File: config.mk
export PLATFORM = sky130hd
export DESIGN_NAME = spi_frame_controller_flat
export DESIGN_NICKNAME = d
export VERILOG_FILES = /design/src/rtl/spi_frame_if.sv /design/src/rtl/spi_frame_controller.sv /design/src/flat_wrapper.sv
export SDC_FILE = /design/constraint.sdc
export NUM_CORES = 1
export LEC_CHECK = 0
export CORE_MARGIN = 4
export CORE_UTILIZATION = 50
export DETAILED_ROUTE_END_ITERATION = 7
export PLACE_DENSITY = 0.79
export SYNTH_ARGS = -nofsm -noshare
export SYNTH_HDL_FRONTEND = slang
export SYNTH_SLANG_ARGS = --single-unit
File: constraint.sdc
create_clock -name clk -period 2.7 [get_ports clk]
set_input_delay 0.27 -clock clk [delete_from_list [all_inputs] [get_ports clk]]
set_output_delay 0.27 -clock clk [all_outputs]
set_load 0.02 [all_outputs]
File: src/rtl/spi_frame_if.sv
// Bundle of the SPI-receiver, image-buffer and inference-core signals seen by
// spi_frame_controller. The master modport is the controller side; the slave
// modport is the environment (receiver, buffer, inference core, host).
`timescale 1ns/1ps
interface spi_frame_if #(
   parameter int ADDR_W = 7
);
   logic              spi_cs_n;
   logic [7:0]        spi_rx_data;
   logic              spi_byte_valid;
   logic              rx_enable;
   logic              byte_taken;
   logic              buf_we;
   logic [ADDR_W-1:0] buf_addr;
   logic [7:0]        buf_wdata;
   logic              infer_start;
   logic              infer_done;
   logic              frame_ready;
   logic [ADDR_W-1:0] byte_count;
   logic [1:0]        err_code;
   logic              overrun;
   logic              clear_error;

   modport master (
      input  spi_cs_n, spi_rx_data, spi_byte_valid, infer_done, clear_error,
      output rx_enable, byte_taken, buf_we, buf_addr, buf_wdata, infer_start,
             frame_ready, byte_count, err_code, overrun
   );

   modport slave (
      output spi_cs_n, spi_rx_data, spi_byte_valid, infer_done, clear_error,
      input  rx_enable, byte_taken, buf_we, buf_addr, buf_wdata, infer_start,
             frame_ready, byte_count, err_code, overrun
   );
endinterface

File: src/rtl/spi_frame_controller.sv
// spi_frame_controller: receives one image frame from the SPI byte receiver
// into the image buffer, flags timeout / short frame / overrun, then launches
// one BNN inference and waits for it to complete.
// Optional feature macro SPI_FRAME_CKSUM_EN: a trailing XOR checksum byte is
// expected after the image bytes and verified before the frame is accepted.
`timescale 1ns/1ps
module spi_frame_controller #(
   parameter int IMG_BYTES      = 113,
   parameter int ADDR_W         = 7,
   parameter int TIMEOUT_CYCLES = 100000
) (
   input logic         clk,
   input logic         rst_n,
   spi_frame_if.master bus
);
   localparam int TMO_W = $clog2(TIMEOUT_CYCLES + 1);
   localparam logic [ADDR_W-1:0] FULL_CNT = ADDR_W'(IMG_BYTES);
   localparam logic [TMO_W-1:0]  TMO_LAST = TMO_W'(TIMEOUT_CYCLES - 1);
`ifndef SPI_FRAME_CKSUM_EN
   localparam logic [ADDR_W-1:0] LAST_IDX = ADDR_W'(IMG_BYTES - 1);
`endif

   typedef enum logic [2:0] {
      IDLE       = 3'd0,
      RECEIVE    = 3'd1,
      FULL       = 3'd2,
      START      = 3'd3,
      WAIT_INFER = 3'd4,
      ERROR      = 3'd5
   } state_t;

   state_t            state, state_nxt;
   logic [1:0]        cs_sync;
   logic              cs_prev;
   logic              cs_high, cs_rise;
   logic [ADDR_W-1:0] byte_cnt, byte_cnt_nxt;
   logic [TMO_W-1:0]  tmo_cnt, tmo_cnt_nxt;
   logic [1:0]        err, err_nxt;
   logic              ovr, ovr_nxt;
   logic              taken, we;
`ifdef SPI_FRAME_CKSUM_EN
   logic [7:0]        xsum, xsum_nxt;
`endif

   // cs_n is high when deasserted, so a rising synced cs_n marks end of transfer
   assign cs_high = cs_sync[1];
   assign cs_rise = cs_sync[1] & ~cs_prev;

   assign bus.rx_enable   = (state == RECEIVE);
   assign bus.frame_ready = (state == FULL);
   assign bus.infer_start = (state == START);
   assign bus.byte_taken  = taken;
   assign bus.buf_we      = we;
   assign bus.buf_addr    = byte_cnt;
   assign bus.buf_wdata   = we ? bus.spi_rx_data : 8'h00;
   assign bus.byte_count  = byte_cnt;
   assign bus.err_code    = err;
   assign bus.overrun     = ovr;

   // Two-flop chip-select synchroniser plus one delay flop for edge detection
   always_ff @(posedge clk or negedge rst_n) begin
      if (!rst_n) begin
         cs_sync <= 2'b11;
         cs_prev <= 1'b1;
      end else begin
         cs_sync <= {cs_sync[0], bus.spi_cs_n};
         cs_prev <= cs_sync[1];
      end
   end

   // State and datapath registers
   always_ff @(posedge clk or negedge rst_n) begin
      if (!rst_n) begin
         state    <= IDLE;
         byte_cnt <= '0;
         tmo_cnt  <= '0;
         err      <= 2'd0;
         ovr      <= 1'b0;
`ifdef SPI_FRAME_CKSUM_EN
         xsum     <= 8'h00;
`endif
      end else begin
         state    <= state_nxt;
         byte_cnt <= byte_cnt_nxt;
         tmo_cnt  <= tmo_cnt_nxt;
         err      <= err_nxt;
         ovr      <= ovr_nxt;
`ifdef SPI_FRAME_CKSUM_EN
         xsum     <= xsum_nxt;
`endif
      end
   end

   // Next-state, handshake and counter update logic
   always_comb begin
      state_nxt    = state;
      byte_cnt_nxt = byte_cnt;
      tmo_cnt_nxt  = tmo_cnt;
      err_nxt      = err;
      ovr_nxt      = ovr;
      taken        = 1'b0;
      we           = 1'b0;
`ifdef SPI_FRAME_CKSUM_EN
      xsum_nxt     = xsum;
`endif
      case (state)
         IDLE: begin
            state_nxt    = RECEIVE;
            byte_cnt_nxt = '0;
            tmo_cnt_nxt  = '0;
            err_nxt      = 2'd0;
            ovr_nxt      = 1'b0;
`ifdef SPI_FRAME_CKSUM_EN
            xsum_nxt     = 8'h00;
`endif
         end
         RECEIVE: begin
            taken = bus.spi_byte_valid;
`ifdef SPI_FRAME_CKSUM_EN
            // the byte after the image is the checksum and is never stored
            we = bus.spi_byte_valid && (byte_cnt != FULL_CNT);
`else
            we = bus.spi_byte_valid;
`endif
            // short frame wins over a timeout landing in the same cycle
            if (cs_rise && (byte_cnt != '0) && (byte_cnt < FULL_CNT)) begin
               state_nxt = ERROR;
               err_nxt   = 2'd2;
            end else if (bus.spi_byte_valid) begin
               tmo_cnt_nxt = '0;
`ifdef SPI_FRAME_CKSUM_EN
               if (byte_cnt == FULL_CNT) begin
                  if (bus.spi_rx_data == xsum) begin
                     state_nxt = FULL;
                  end else begin
                     state_nxt = ERROR;
                     err_nxt   = 2'd3;
                  end
               end else begin
                  byte_cnt_nxt = byte_cnt + ADDR_W'(1);
                  xsum_nxt     = xsum ^ bus.spi_rx_data;
               end
`else
               byte_cnt_nxt = byte_cnt + ADDR_W'(1);
               if (byte_cnt == LAST_IDX) begin
                  state_nxt = FULL;
               end else begin
                  state_nxt = RECEIVE;
               end
`endif
            end else if (byte_cnt != '0) begin
               if (tmo_cnt == TMO_LAST) begin
                  state_nxt = ERROR;
                  err_nxt   = 2'd1;
               end else begin
                  tmo_cnt_nxt = tmo_cnt + TMO_W'(1);
               end
            end else begin
               tmo_cnt_nxt = '0;
            end
         end
         FULL: begin
            // late bytes are acknowledged and dropped
            taken = bus.spi_byte_valid;
            if (bus.spi_byte_valid) begin
               ovr_nxt = 1'b1;
            end else begin
               ovr_nxt = ovr;
            end
            if (cs_high) begin
               state_nxt = START;
            end else begin
               state_nxt = FULL;
            end
         end
         START: begin
            state_nxt = WAIT_INFER;
         end
         WAIT_INFER: begin
            if (bus.infer_done) begin
               state_nxt = IDLE;
            end else begin
               state_nxt = WAIT_INFER;
            end
         end
         ERROR: begin
            taken = bus.spi_byte_valid;
            if (bus.clear_error) begin
               state_nxt = IDLE;
            end else begin
               state_nxt = ERROR;
            end
         end
         default: begin
            state_nxt = IDLE;
         end
      endcase
   end
endmodule

File: src/flat_wrapper.sv
// flat-port wrapper written by rule: the top's interface ports become plain ports
module spi_frame_controller_flat 
#(
   parameter int IMG_BYTES      = 113,
   parameter int ADDR_W         = 7,
   parameter int TIMEOUT_CYCLES = 100000
)
  (clk, rst_n, bus_spi_cs_n, bus_spi_rx_data, bus_spi_byte_valid, bus_infer_done, bus_clear_error, bus_rx_enable, bus_byte_taken, bus_buf_we, bus_buf_addr, bus_buf_wdata, bus_infer_start, bus_frame_ready, bus_byte_count, bus_err_code, bus_overrun);
  spi_frame_if #(.ADDR_W(ADDR_W)) bus_i ();
  input logic clk;
  input logic rst_n;
  input wire logic [$bits(bus_i.spi_cs_n)-1:0] bus_spi_cs_n;
  input wire logic [$bits(bus_i.spi_rx_data)-1:0] bus_spi_rx_data;
  input wire logic [$bits(bus_i.spi_byte_valid)-1:0] bus_spi_byte_valid;
  input wire logic [$bits(bus_i.infer_done)-1:0] bus_infer_done;
  input wire logic [$bits(bus_i.clear_error)-1:0] bus_clear_error;
  output wire logic [$bits(bus_i.rx_enable)-1:0] bus_rx_enable;
  output wire logic [$bits(bus_i.byte_taken)-1:0] bus_byte_taken;
  output wire logic [$bits(bus_i.buf_we)-1:0] bus_buf_we;
  output wire logic [$bits(bus_i.buf_addr)-1:0] bus_buf_addr;
  output wire logic [$bits(bus_i.buf_wdata)-1:0] bus_buf_wdata;
  output wire logic [$bits(bus_i.infer_start)-1:0] bus_infer_start;
  output wire logic [$bits(bus_i.frame_ready)-1:0] bus_frame_ready;
  output wire logic [$bits(bus_i.byte_count)-1:0] bus_byte_count;
  output wire logic [$bits(bus_i.err_code)-1:0] bus_err_code;
  output wire logic [$bits(bus_i.overrun)-1:0] bus_overrun;
  assign bus_i.spi_cs_n = bus_spi_cs_n;
  assign bus_i.spi_rx_data = bus_spi_rx_data;
  assign bus_i.spi_byte_valid = bus_spi_byte_valid;
  assign bus_i.infer_done = bus_infer_done;
  assign bus_i.clear_error = bus_clear_error;
  assign bus_rx_enable = bus_i.rx_enable;
  assign bus_byte_taken = bus_i.byte_taken;
  assign bus_buf_we = bus_i.buf_we;
  assign bus_buf_addr = bus_i.buf_addr;
  assign bus_buf_wdata = bus_i.buf_wdata;
  assign bus_infer_start = bus_i.infer_start;
  assign bus_frame_ready = bus_i.frame_ready;
  assign bus_byte_count = bus_i.byte_count;
  assign bus_err_code = bus_i.err_code;
  assign bus_overrun = bus_i.overrun;
  spi_frame_controller #(.IMG_BYTES(IMG_BYTES), .ADDR_W(ADDR_W), .TIMEOUT_CYCLES(TIMEOUT_CYCLES)) u_core (.clk(clk), .rst_n(rst_n), .bus(bus_i));
endmodule
==> results by stage <==
Synth:
- The net count of the mapped netlist is 248.
- In this run the cell area of the synthesized design comes to 2010 um^2.
- The number of flops mapped to enable cells by yosys is 0.
- The number of warnings printed during yosys synthesis is 0.
- Synthesis inferred 33 register bits.
- The top flip-flop cell by instance count after synthesis is dfrtp_1.
- The sequential area share after synthesis is 41.3%.
- Synthesis produced 231 cells.
- The mean instance size in the synthesized netlist is 8.69 um^2.
- The post-synthesis async set-or-reset flop share is 100%.
- The number of different library cells in the post-synthesis netlist is 47.

Power:
- The power density relative to cell area is 743 nW/um^2.
- The static leakage is 1.04 nW.
- Across the VDD grid, the largest voltage drop is 0.000429 V.
- Power comes to 0.00189 W.

Global routing:
- The combined global-route utilization of all metal layers is 19.9%.
- The pin count of the biggest net entering global routing is 34.
- The number of global-route vias before repair is 1694.
- The number of antenna violations at the first check in global routing came to 0.
- The total global routing overflow is 0.
- The first-pass GRT wire length is 8220 um.

Routing:
- The total number of vias is 1897.
- In this run the remaining antenna-violating nets after routing total 0.
- The average via count per standard cell is 5.97.
- The detailed-router iteration count before antenna repair is 4.
- The DRC violation count after routing is 0.
- The average wire per cell in the routed design is 15.0 um.
- The aggregate routed wire length is 4760 um.
- The starting DRC count in detailed routing is 104.

Clock network:
- The number of resized instances in the post-cts repair step is 0.
- The number of setup buffers added after CTS is 0.
- The later-pin clock latency in the skew report is 0.28 ns.
- The H-tree was split into 2 levels.
- The TritonCTS clock tree is yes.
- The clock-pin transition on the worst setup and hold timing paths is 0.07 ns.
- The hold buffer count at cts is 0.
- Counting every sink on the clock net gives 33.
- The cell sitting at the root of the clock tree is a clkbuf_8.
- The deepest clock path buffer count is 2.
- In this run, CTS created clock tree buffers numbering 5.

STA:
- The highest clock frequency the design can meet is 406 MHz.
- The slew at the pin with the worst max-slew slack is 0.589 ns.
- The aggregate negative setup slack is 0 ns.
- The number of failing setup endpoints in the final timing report is 0.
- The clock skew after layout is 0.00939 ns.
- The max-slew violation count is 0.
- After layout, the minimum clock period comes to 2.47 ns.
- Setup repair after global routing left no endpoint under its margin.
- Hold is met by 0.355 ns.
- In the finished design, the share of the clock period the worst path needs comes to 91.3%.
- The worst pin sits at a relative slew slack of 60.4%.
- The hold violation total from the final report was 0.

Floorplanning:
- The floorplan core area is 3770 um^2.
- The floorplan step set the die height to 71.4 um.
- The cell row count is 22.
- The die covers 5090 um^2.
- For this design the top-level I/O count stands at 44.
- The initial core utilization is 53.2%.
- The floorplan step set the die width to 71.4 um.

Layout:
- In the final layout, the share of cells above drive strength 1 is 9.26%.
- The summed area of non-filler cells in the final layout is 2540 um^2.
- The number of fill cells in the layout is 315.
- The relative area change from synthesis to final layout is 26.6%.
- The number of nets in the finished design is 286.
- The count of placed standard cells in the final layout, fillers left out is 318.
- 0 antenna diodes ended up in the layout.

Worst setup path:
- The critical path starts at u_core.state[1].
- The arrival time at the worst endpoint is 2.20 ns.
- The worst register-to-register path begins at u_core.bus.buf_addr[1].
- The worst setup path is captured at a primary output.
- The worst setup path is launched from a flop.
- The type of the worst setup path is flop to primary output.
- The required time at the worst-slack endpoint is 2.43 ns.
- Of all nets on the critical path, the largest fanout is 13.

Min path:
- The launch instance of the worst min-delay path is u_core.cs_sync[0].
- In this run the worst hold path is classified as flop to flop.

Status:
- The flow ran to the end, and the final reports show no timing, DRC or antenna violations.

Place:
- Summing all placed instances gives a cell area of 2450 um^2.
- At the end of routability-driven placement, the weighted congestion stood at 0.897.
- The port buffer count is 43.
- Once detailed placement completed, the half-perimeter wirelength came to 3390 um.
- After detailed placement, the design holds a cell count of 310.

Run:
- The count of maximum capacitance violations is 0.
-- layout by cell type, fill, tap and decap left out, types with 4 or more instances in the layout --
cell type        Yosys  final
and3_1              10     10
nor2b_1              5      5
or3_1                4      4
nand2_1              9      9
nand2b_1             5      5
clkbuf_8             0      6
nand3_1             13     13
a21oi_1             16     16
inv_1                5      5
o21ai_1              4      4
dfrtp_1             30     30
nor2_1              17     17
nor3_1               6      6
buf_4                7      7
o21ai_0             31     31
clkdlybuf4s50_1      0     43
nand4_1              8      8
-- cells by family (layout without fill, tap and decap cells) --
group | after synthesis | in the layout | share of synthesized area [%]
AND/OR/NAND/NOR | 96 | 96 | 27.6
multiplexers | 3 | 3 | 1.50
buffers and inverters | 24 | 63 | 5.86
flip-flops | 33 | 33 | 41.3
adder cells (fa/ha/maj) | 3 | 3 | 1.87
AO/OA/AOI/OAI | 72 | 72 | 21.9
-- final timing paths --
kind / endpoint / slack, ns / cells past startpoint
worst max-delay path: bus_byte_taken / 0.23 / 4
worst min-delay path: u_core.cs_sync[1] / 0.36 / 0
worst min register to register: u_core.cs_sync[1] / 0.36 / 0
max in group asynchronous: u_core.cs_sync[0] / 1.97 / 2
min in group asynchronous: u_core.tmo_cnt[4] / 0.39 / 2
worst max register to register: u_core.tmo_cnt[3] / 0.37 / 7
-- Yosys cell counts, types with 4 or more instances --
| cell | n | area (um^2) |
|---|---|---|
| o21ai_0 | 31 | 155 |
| dfrtp_1 | 30 | 751 |
| nor2_1 | 17 | 63.8 |
| a21oi_1 | 16 | 80.1 |
| nand3_1 | 13 | 65.1 |
| clkbuf_1 | 11 | 41.3 |
| and3_1 | 10 | 62.6 |
| nand2_1 | 9 | 33.8 |
| nand4_1 | 8 | 50.1 |
| buf_4 | 7 | 52.6 |
| nor3_1 | 6 | 30.0 |
| inv_1 | 5 | 18.8 |
| nand2b_1 | 5 | 31.3 |
| nor2b_1 | 5 | 31.3 |
| o21ai_1 | 4 | 20.0 |
| or3_1 | 4 | 25.0 |
-- layout make-up --
| cell class | instances | area [um^2] | share of cell area [%] |
|---|---|---|---|
| Tap cell | 48 | 60.1 | 2.36 |
| Sequential cell | 33 | 830 | 32.6 |
| Inverter | 5 | 18.8 | 0.739 |
| Multi-Input combinational cell | 174 | 1060 | 41.7 |
| Timing Repair Buffer | 50 | 483 | 19.0 |
| Clock buffer | 8 | 90.1 | 3.55 |
-- sequential cells by signal, summed over array words and instances, names as in the netlist --
name                 cells
u_core.bus.overrun       1
u_core.bus.buf_addr      7
u_core.cs_prev           1
u_core.bus.err_code      2
u_core.cs_sync           2
u_core.state             3
u_core.tmo_cnt          17
-- critical path: stages (launching register included) --
cell             delay, ns
dfrtp_1               0.61
nor2b_1               0.24
nor2b_1               0.29
o21a_1                0.17
clkdlybuf4s50_1       0.60
-- report_power, final --
group / internal [W] / switching [W] / total (W)
registers: 0.000544 / 0.0000761 / 0.000620
logic: 0.000381 / 0.000503 / 0.000884
clock network: 0.000208 / 0.000176 / 0.000384
-- metrics by stage --
| stage | setup WS, ns | util, % |
|---|---|---|
| 2_1_floorplan | 0.532 | - |
| 3_3_place_gp | 0.505 | 65.0 |
| 3_5_place_dp | 0.415 | 65.0 |
| 4_1_cts | 0.229 | 67.4 |
| 5_1_grt | 0.0283 | 67.4 |
| 6_report | 0.235 | 67.4 |
-- layer usage --
| layer | up-vias | routed length, um | global-route usage, % |
|---|---|---|---|
| li1 | 923 | - | - |
| met1 | 902 | 2320 | 30.5 |
| met4 | 0 | 13 | 3.76 |
| met2 | 70 | 2030 | 27.3 |
| met3 | 2 | 391 | 6.31 |
| met5 | - | 0 | 0 |
(Power assumes the default switching activity.)
